[src/rtl/serialtopara_rx_if.sv]
// Bundle of the serial lane inputs, FIFO status and recovered-symbol outputs of serialtopara_rx.
// Latency: none (wires only).
// Backpressure: fifo0_full/fifo1_full travel from FIFO side to receiver; no other flow control.
interface serialtopara_rx_if #(
  parameter int DATA_SIZE = 8
);
  logic                 in0;
  logic                 in1;
  logic                 fifo0_full;
  logic                 fifo1_full;
  logic [DATA_SIZE-1:0] out0;
  logic [DATA_SIZE-1:0] out1;
  logic                 push_0;
  logic                 push_1;
  logic                 active0;
  logic                 active1;
  logic                 overflow0;
  logic                 overflow1;

  // Serial source / FIFO side: drives bit streams and full flags, observes recovered symbols.
  modport master (
    output in0, in1, fifo0_full, fifo1_full,
    input  out0, out1, push_0, push_1, active0, active1, overflow0, overflow1
  );

  // Receiver side.
  modport slave (
    input  in0, in1, fifo0_full, fifo1_full,
    output out0, out1, push_0, push_1, active0, active1, overflow0, overflow1
  );
endinterface

[src/rtl/serialtopara_rx.sv]
// Two-lane serial-to-parallel receiver: comma search, byte alignment, IDLE stripping, FIFO push.
// Latency: push/out register on the edge sampling a symbol's LSB, valid the following cycle.
// Backpressure: a data symbol arriving while fifoN_full=1 is dropped and sets sticky overflowN.
// Optional feature: define SP_LOSS_DETECT_EN to drop back to SEARCH after 8 consecutive
// boundary COMMA symbols while ACTIVE (link-loss detection). Default build leaves it out.
module serialtopara_rx #(
  parameter int                   DATA_SIZE  = 8,      // only 8 is supported
  parameter logic [DATA_SIZE-1:0] COMMA      = 8'hBC,
  parameter logic [DATA_SIZE-1:0] IDLE       = 8'h7C,
  parameter int                   SYNC_COUNT = 4       // 2..4 with the 2-bit comma counter
) (
  input logic              clk,
  input logic              reset,
  serialtopara_rx_if.slave bus
);

  typedef enum logic [1:0] {
    SEARCH = 2'd0,
    ALIGN  = 2'd1,
    ACTIVE = 2'd2
  } state_t;

  // Comma count value that, when one more aligned COMMA arrives, completes synchronisation.
  localparam logic [1:0] SYNC_LAST = 2'(SYNC_COUNT - 1);

  // Both lanes are identical and fully independent; only the port mapping differs.
  for (genvar g = 0; g < 2; g++) begin : g_lane

    logic                 din;
    logic                 full;

    state_t               state_q;
    state_t               state_d;
    logic [DATA_SIZE-2:0] sr_q;
    logic [2:0]           bit_q;
    logic [2:0]           bit_d;
    logic [1:0]           comma_q;
    logic [1:0]           comma_d;

    logic [DATA_SIZE-1:0] out_q;
    logic [DATA_SIZE-1:0] out_d;
    logic                 push_q;
    logic                 push_d;
    logic                 ovf_q;
    logic                 ovf_d;

    logic [DATA_SIZE-1:0] window;
    logic                 boundary;
    logic                 is_comma;
    logic                 is_idle;

`ifdef SP_LOSS_DETECT_EN
    // Counts consecutive boundary COMMAs seen while ACTIVE; the 8th one means the link is gone.
    logic [2:0]           loss_q;
    logic [2:0]           loss_d;
`endif

    if (g == 0) begin : g_map0
      assign din           = bus.in0;
      assign full          = bus.fifo0_full;
      assign bus.out0      = out_q;
      assign bus.push_0    = push_q;
      assign bus.active0   = (state_q == ACTIVE);
      assign bus.overflow0 = ovf_q;
    end else begin : g_map1
      assign din           = bus.in1;
      assign full          = bus.fifo1_full;
      assign bus.out1      = out_q;
      assign bus.push_1    = push_q;
      assign bus.active1   = (state_q == ACTIVE);
      assign bus.overflow1 = ovf_q;
    end

    // The window includes the bit being sampled this edge, so a match is seen on the LSB edge.
    assign window   = {sr_q, din};
    assign is_comma = (window == COMMA);
    assign is_idle  = (window == IDLE);
    // bit_q reaches 7 on the 8th edge after the last boundary; SEARCH has no boundaries.
    assign boundary = (state_q != SEARCH) && (bit_q == 3'd7);

    // State register: lane FSM, shift history, bit and comma counters.
    always_ff @(posedge clk or posedge reset) begin
      if (reset) begin
        state_q <= SEARCH;
        sr_q    <= '0;
        bit_q   <= '0;
        comma_q <= '0;
`ifdef SP_LOSS_DETECT_EN
        loss_q  <= '0;
`endif
      end else begin
        state_q <= state_d;
        sr_q    <= window[DATA_SIZE-2:0];
        bit_q   <= bit_d;
        comma_q <= comma_d;
`ifdef SP_LOSS_DETECT_EN
        loss_q  <= loss_d;
`endif
      end
    end

    // Next-state logic: bit-level comma hunt in SEARCH, symbol-level checks at boundaries after.
    always_comb begin
      state_d = state_q;
      bit_d   = bit_q + 3'd1;
      comma_d = comma_q;
`ifdef SP_LOSS_DETECT_EN
      loss_d  = loss_q;
`endif
      case (state_q)
        SEARCH: begin
          // Hold the bit counter at 0 so the first boundary lands 8 edges after the match.
          bit_d   = 3'd0;
          comma_d = 2'd0;
          if (is_comma) begin
            state_d = ALIGN;
            comma_d = 2'd1;
          end
        end
        ALIGN: begin
          if (boundary) begin
            if (is_comma) begin
              if (comma_q == SYNC_LAST) begin
                state_d = ACTIVE;
                comma_d = SYNC_LAST;
`ifdef SP_LOSS_DETECT_EN
                loss_d  = 3'd0;
`endif
              end else begin
                comma_d = comma_q + 2'd1;
              end
            end else begin
              // A non-comma interrupts the run: throw the alignment away and hunt again.
              state_d = SEARCH;
              comma_d = 2'd0;
            end
          end
        end
        ACTIVE: begin
          // Without loss detection only reset leaves ACTIVE; misplaced commas are ignored.
`ifdef SP_LOSS_DETECT_EN
          if (boundary) begin
            if (is_comma) begin
              if (loss_q == 3'd7) begin
                state_d = SEARCH;
                comma_d = 2'd0;
                loss_d  = 3'd0;
              end else begin
                loss_d = loss_q + 3'd1;
              end
            end else begin
              loss_d = 3'd0;
            end
          end
`endif
        end
        default: begin
          state_d = SEARCH;
          comma_d = 2'd0;
        end
      endcase
    end

    // Output logic: push data symbols at ACTIVE boundaries, or record the drop when full.
    always_comb begin
      out_d  = out_q;
      push_d = 1'b0;
      ovf_d  = ovf_q;
      if ((state_q == ACTIVE) && boundary && !is_comma && !is_idle) begin
        if (!full) begin
          out_d  = window;
          push_d = 1'b1;
        end else begin
          ovf_d  = 1'b1;
        end
      end
    end

    // Output registers: out holds between pushes, push is a single-cycle strobe, overflow sticks.
    always_ff @(posedge clk or posedge reset) begin
      if (reset) begin
        out_q  <= '0;
        push_q <= 1'b0;
        ovf_q  <= 1'b0;
      end else begin
        out_q  <= out_d;
        push_q <= push_d;
        ovf_q  <= ovf_d;
      end
    end

  end : g_lane

endmodule

[src/flat_wrapper.sv]
// flat-port wrapper written by rule: the top's interface ports become plain ports
module serialtopara_rx_flat 
#(
  parameter int                   DATA_SIZE  = 8,                            
  parameter logic [DATA_SIZE-1:0] COMMA      = 8'hBC,
  parameter logic [DATA_SIZE-1:0] IDLE       = 8'h7C,
  parameter int                   SYNC_COUNT = 4                                           
)
  (clk, reset, bus_in0, bus_in1, bus_fifo0_full, bus_fifo1_full, bus_out0, bus_out1, bus_push_0, bus_push_1, bus_active0, bus_active1, bus_overflow0, bus_overflow1);
  serialtopara_rx_if #(.DATA_SIZE(DATA_SIZE)) bus_i ();
  input logic clk;
  input logic reset;
  input wire logic [$bits(bus_i.in0)-1:0] bus_in0;
  input wire logic [$bits(bus_i.in1)-1:0] bus_in1;
  input wire logic [$bits(bus_i.fifo0_full)-1:0] bus_fifo0_full;
  input wire logic [$bits(bus_i.fifo1_full)-1:0] bus_fifo1_full;
  output wire logic [$bits(bus_i.out0)-1:0] bus_out0;
  output wire logic [$bits(bus_i.out1)-1:0] bus_out1;
  output wire logic [$bits(bus_i.push_0)-1:0] bus_push_0;
  output wire logic [$bits(bus_i.push_1)-1:0] bus_push_1;
  output wire logic [$bits(bus_i.active0)-1:0] bus_active0;
  output wire logic [$bits(bus_i.active1)-1:0] bus_active1;
  output wire logic [$bits(bus_i.overflow0)-1:0] bus_overflow0;
  output wire logic [$bits(bus_i.overflow1)-1:0] bus_overflow1;
  assign bus_i.in0 = bus_in0;
  assign bus_i.in1 = bus_in1;
  assign bus_i.fifo0_full = bus_fifo0_full;
  assign bus_i.fifo1_full = bus_fifo1_full;
  assign bus_out0 = bus_i.out0;
  assign bus_out1 = bus_i.out1;
  assign bus_push_0 = bus_i.push_0;
  assign bus_push_1 = bus_i.push_1;
  assign bus_active0 = bus_i.active0;
  assign bus_active1 = bus_i.active1;
  assign bus_overflow0 = bus_i.overflow0;
  assign bus_overflow1 = bus_i.overflow1;
  serialtopara_rx #(.DATA_SIZE(DATA_SIZE), .COMMA(COMMA), .IDLE(IDLE), .SYNC_COUNT(SYNC_COUNT)) u_core (.clk(clk), .reset(reset), .bus(bus_i));
endmodule
[config.mk]
export PLATFORM = sky130hd
export DESIGN_NAME = serialtopara_rx_flat
export DESIGN_NICKNAME = d
export VERILOG_FILES = /design/src/rtl/serialtopara_rx_if.sv /design/src/rtl/serialtopara_rx.sv /design/src/flat_wrapper.sv
export SDC_FILE = /design/constraint.sdc
export NUM_CORES = 1
export LEC_CHECK = 0
export CELL_PAD_IN_SITES_DETAIL_PLACEMENT = 1
export CELL_PAD_IN_SITES_GLOBAL_PLACEMENT = 2
export CORE_MARGIN = 1.5
export CORE_UTILIZATION = 40
export CTS_CLUSTER_DIAMETER = 100
export DETAILED_ROUTE_END_ITERATION = 8
export PLACE_DENSITY_LB_ADDON = 0.1
export REMOVE_ABC_BUFFERS = 1
export SYNTH_ARGS = -nofsm -noshare
export SYNTH_HDL_FRONTEND = slang
export SYNTH_SLANG_ARGS = --single-unit
[constraint.sdc]
create_clock -name clk -period 3.1 [get_ports clk]
set_input_delay 0.62 -clock clk [delete_from_list [all_inputs] [get_ports clk]]
set_output_delay 0.62 -clock clk [all_outputs]
set_load 0.01 [all_outputs]
Word-level counts from Yosys, hierarchy flattened
Cells that the tools add are included.
- register bits after elaboration: 48
- input port bits: 6
- output and inout port bits: 22
- logic and storage cells: 90
- $add $sub $neg: 4
- equal/unequal tests: 18
- mux-type cells: 26
- bitwise logic cells: 4
- reduce and logical (&&, ||, !) cells: 24
- operators by type and width (operator ; number):
    two-way mux 2 bit ; 14
    one-hot mux 2 bit (3 select lines) ; 4
    == test 8 x 7 -> 1 bit (second input constant) ; 2
    == test 8 bit (second input constant) ; 2
    AND reduction 2 bit ; 6
    == test 2 bit (second input constant) ; 4
    logical AND 1 bit ; 8
    inequality test 2 x 1 -> 1 bit (second input constant) ; 4
    AND reduction 4 bit ; 2
    adder 3 x 1 -> 3 bit (second input constant) ; 2
    == test 3 bit (second input constant) ; 2
    two-way mux 1 bit ; 6
    two-way mux 3 bit ; 2
    inequality test 3 bit (second input constant) ; 2
    adder 2 x 1 -> 2 bit (second input constant) ; 2
    == test 2 x 1 -> 1 bit (second input constant) ; 2
    logical NOT 1 bit ; 4
    logical NOT 2 bit ; 2
    NOT 1 bit ; 4
    nonzero test 2 bit ; 2

Longest topological paths before layout
- word-level depth: 6
- depth in mapped cells: 7
- gate-level depth less buffers: 6

Worst setup path after synthesis
No wires, ideal clock.
- path kind: register to register
- from: register u_core.g_lane[0].bit_q[0]
- to: register u_core.g_lane[0].out_q[7] (netlist: u_core.bus.out0[7])
- setup time: 126 ps
- data arrival time: 1584 ps
- required time: 2974 ps
- setup slack: 1390 ps
- stages on the path, launching flop included: 8
- buffers on the path: 1
- period minus slack after synthesis: 1710 ps
- cells stage by stage: dfrtp_1 ha_1 ha_1 buf_2 and4bb_2 mux2_1 o21ai_1 nand3_1
- longest elaborated chain between the ends: 6
- RTL lines (item ; line ; RTL):
    start: declaration ; serialtopara_rx.sv:35 ; logic [2:0] bit_q;
    start signal: assignment ; serialtopara_rx.sv:94 ; bit_q <= bit_d;
    == test 3 bit ; serialtopara_rx.sv:79 ; assign boundary = (state_q != SEARCH) && (bit_q == 3'd7);
    logical AND 1 bit ; serialtopara_rx.sv:79 ;
    logical AND 1 bit (3 in series) ; serialtopara_rx.sv:169 ; if ((state_q == ACTIVE) && boundary && !is_comma && !is_idle) begin
    AND reduction 2 bit (no source line) ; -- ;
    end signal: assignment ; serialtopara_rx.sv:186 ; out_q <= out_d;
    end: declaration ; serialtopara_rx.sv:40 ; logic [DATA_SIZE-1:0] out_q;
No other way between the ends.
A chain may end at the register's enable or synchronous reset.

Worst setup path after layout
- from: register u_core.g_lane[1].state_q[1]
- to: output port bus_active1
- longest elaborated chain between the ends: 1
- RTL lines (item ; line ; RTL):
    start: declaration ; serialtopara_rx.sv:32 ; state_t state_q;
    start signal: assignment ; serialtopara_rx.sv:92 ; state_q <= state_d;
    == test 2 bit ; serialtopara_rx.sv:70 ; assign bus.active1 = (state_q == ACTIVE);
    end: declaration ; flat_wrapper.sv:22 ; output wire logic [$bits(bus_i.active1)-1:0] bus_active1;
No other way between the ends.

==> flow_summary_export.csv <==
group,metric,value,unit
global_routing,antenna_found_initial,0,
sta,tightest_slew,0.442,ns
worst_setup_path,reg2reg_from,"u_core.g_lane[1].bit_q[0]",
floorplan,io_pins,28,
detailed_routing,firstDrtPassIters,4,
logic_synthesis,avgSynthCellArea,12.8,sq um
placed_design,hpwl,3.10,mm
sta,rsz0062_at_grt,"false",
logic_synthesis,async_flop_share,100,%
power_and_ir_drop,powerDensity,420,mW/mm^2
sta,drv_slew,0,
floorplan,die_area,0.00572,sq mm
final_layout,layout-drive-gt1-share,15.3,%
logic_synthesis,netlist_area,0.00211,sq mm
logic_synthesis,ys_types,47,
worst_setup_path,crit_type,"flip-flop to output port",
final_layout,final_util,49.6,%
detailed_routing,vias,1381,
sta,fin_crit_sh,77.8,%
detailed_routing,via_per_inst,5.19,
final_layout,fin_nets,206,
clock_tree,cts_tree,"yes",
sta,fin_crit,2.41,ns
worst_setup_path,timing.rr.end,"u_core.bus.out1[5]",
worst_setup_path,crit_fanout,9,
global_routing,gr-total-overflow,0,
sta,finalSetupViolCount,0,
detailed_routing,drt-wirelength-per-cell,16.0,um
placed_design,io_buffers,27,
final_layout,multi_input_area,870,sq um
floorplan,die_w,75.6,um
floorplan,start_util,41.3,%
worst_setup_path,ff2ff_setup_slack,1.10,ns
sta,slew_headroom,70.4,%
power_and_ir_drop,p_leak,1.15,nW
detailed_routing,route.detailed.drc,0,
final_layout,nFillCells,553,
logic_synthesis,yosysTopAreaCellShare,56.9,%
worst_setup_path,cp.required,2.48,ns
run_status,status,"complete, no violations",
sta,fmax,415,MHz
worst_hold_path,hold_start,"u_core.g_lane[1].sr_q[0]",
floorplan,die_h,75.6,um
clock_tree,clockBufferDepth,2,
worst_setup_path,r2r_cells,5,
sta,worst_slack,0.689,ns
worst_hold_path,hp-class,"flip-flop to flip-flop",
floorplan,fp-row-count,26,
worst_setup_path,critical_path.endpoint,"bus_active1",
final_layout,n_antenna_cell,0,
global_routing,grt_pass1_wl,7.21,mm
detailed_routing,ant_nets,0,
power_and_ir_drop,peakVddDrop,267,uV
sta,finClkSkew,0.00247,ns
sta,fin_tns_setup,0,ns
worst_setup_path,cp-startpoint,"u_core.g_lane[1].state_q[1]",
detailed_routing,wirelength,4.27,mm
logic_synthesis,synthCells,165,
logic_synthesis,synth_seq_cells,48,
sta,finalHoldViolCount,0,
clock_tree,clk_pin_slew,0.08,ns
logic_synthesis,yosysMostFrequentCell,"dfrtp_1",
clock_tree,cts_setup_buffers,0,
clock_tree,clock_sinks,48,
global_routing,grt_pass1_vias,1499,
clock_tree,holdBufCountCts,0,
clock_tree,cts_htree_levels,2,
logic_synthesis,synth_warnings,0,
placed_design,place.gp.congestion,0.823,
worst_setup_path,start_kind,"flip-flop",
logic_synthesis,yosysTopAreaCell,"dfrtp_1",
worst_setup_path,crit_arrival,1.79,ns
final_layout,seq_area,0.00120,sq mm
global_routing,grt_max_degree,34,
global_routing,grt_usage,16.6,%
logic_synthesis,ys_seq_area_share,56.9,%
clock_tree,cts_made_buffers,5,
detailed_routing,first_iter_violations,35,
flow_run,drv_cap,0,
logic_synthesis,synthTopCellsByCount,"dfrtp_1 (48), nor2_1 (15), a21oi_1 (11)",
final_layout,syn_to_final_growth,20.0,%
worst_setup_path,end_kind,"output port",
logic_synthesis,synth_edf_count,0,
logic_synthesis,synth_area_leaders,"dfrtp_1 (57%), mux2_4 (6.4%), nor2_1 (2.7%)",
clock_tree,clockRootBuffer,"clkbuf_8",
logic_synthesis,synth_flop_cell,"dfrtp_1",
clock_tree,clock_latency,0.29,ns
placed_design,preCtsSetupSlack,0.747,ns
floorplan,coreArea,0.00511,sq mm
clock_tree,post_cts_resized,0,
sequential cells by signal, indices dropped and copies added (netlist names):
register,flops
u_core.bus.overflow1,1
u_core.g_lane.sr_q,14
u_core.g_lane.comma_q,4
u_core.bus.out0,8
u_core.bus.push_1,1
u_core.bus.overflow0,1
u_core.bus.out1,8
u_core.g_lane.bit_q,6
u_core.bus.push_0,1
u_core.g_lane.state_q,4
cell families after synthesis:
logic type / after synthesis / share of synthesized area (%)
AOI/OAI and AO/OA: 29 / 9.73
xor gates and xnor gates: 2 / 0.831
adders and majority gates: 4 / 2.37
buffers and inverters: 9 / 1.84
DFF: 48 / 56.9
muxes: 10 / 6.94
and+or+nand+nor: 63 / 21.4
critical path: stages, from the launching register on:
cell and delay [ns]:
dfrtp_1 0.51, inv_1 0.13, nor2_1 0.26, clkdlybuf4s50_1 0.60
per-layer routing:
layer	share of wire [%]	routed length [um]	GRT usage (%)	vias to the layer above
met4	0.45	19	4.76	0
met1	47	2010	22.3	703
li1	-	-	-	657
met2	50	2130	27.0	19
met5	0	0	0	-
met3	2.5	107	3.84	2
layout make-up:
class                      instances  area share, %
multi-input combinational        108           34.3
timing repair buffer              28           11.0
sequential                        48           47.4
inverter                           5          0.741
clock inverter                     1          0.198
clock buffer                       6           2.87
tap                               70           3.46
stage by stage:
step | total power, mW | area [sq um] | std cells | hold WS, ns
final | 1.06 | 2530 | 266 | 0.423
after global routing | 1.12 | 2530 | 266 | 0.434
after CTS | 1.09 | 2530 | 266 | 0.422
after detailed placement | 0.733 | 2450 | 259 | 0.396
after global placement | 0.728 | 2450 | 259 | 0.403
after floorplan | 0.708 | 2090 | 161 | 0.375
power by group:
group | internal, mW | leakage [nW] | switching (mW)
Combinational | 0.0237 | 0.480 | 0.0310
Clock | 0.154 | 0.0410 | 0.191
Sequential | 0.642 | 0.631 | 0.0219
how the worst min path moves through the flow:
| stage | end | slack (ns) | cells after the start |
|---|---|---|---|
| after detailed placement | u_core.g_lane[1].sr_q[1] | 0.40 | 0 |
| after global routing | u_core.g_lane[1].sr_q[1] | 0.43 | 0 |
| final | u_core.g_lane[1].sr_q[1] | 0.42 | 0 |
| after floorplan | u_core.g_lane[1].sr_q[1] | 0.37 | 0 |
| after CTS | u_core.g_lane[1].sr_q[1] | 0.42 | 0 |
| after global placement | u_core.g_lane[1].sr_q[1] | 0.40 | 0 |
placed cells by master, fill, tap and decap left out, types with 5 or more instances in the layout:
| cell type | instances |
|---|---|
| dfrtp_1 | 48 |
| clkdlybuf4s50_1 | 27 |
| nor2_1 | 15 |
| a21oi_1 | 11 |
| mux2_4 | 9 |
| nand2_1 | 9 |
| nand3_1 | 8 |
| nor2b_1 | 6 |
| clkbuf_8 | 5 |
Power figures use the tool's default switching activity.
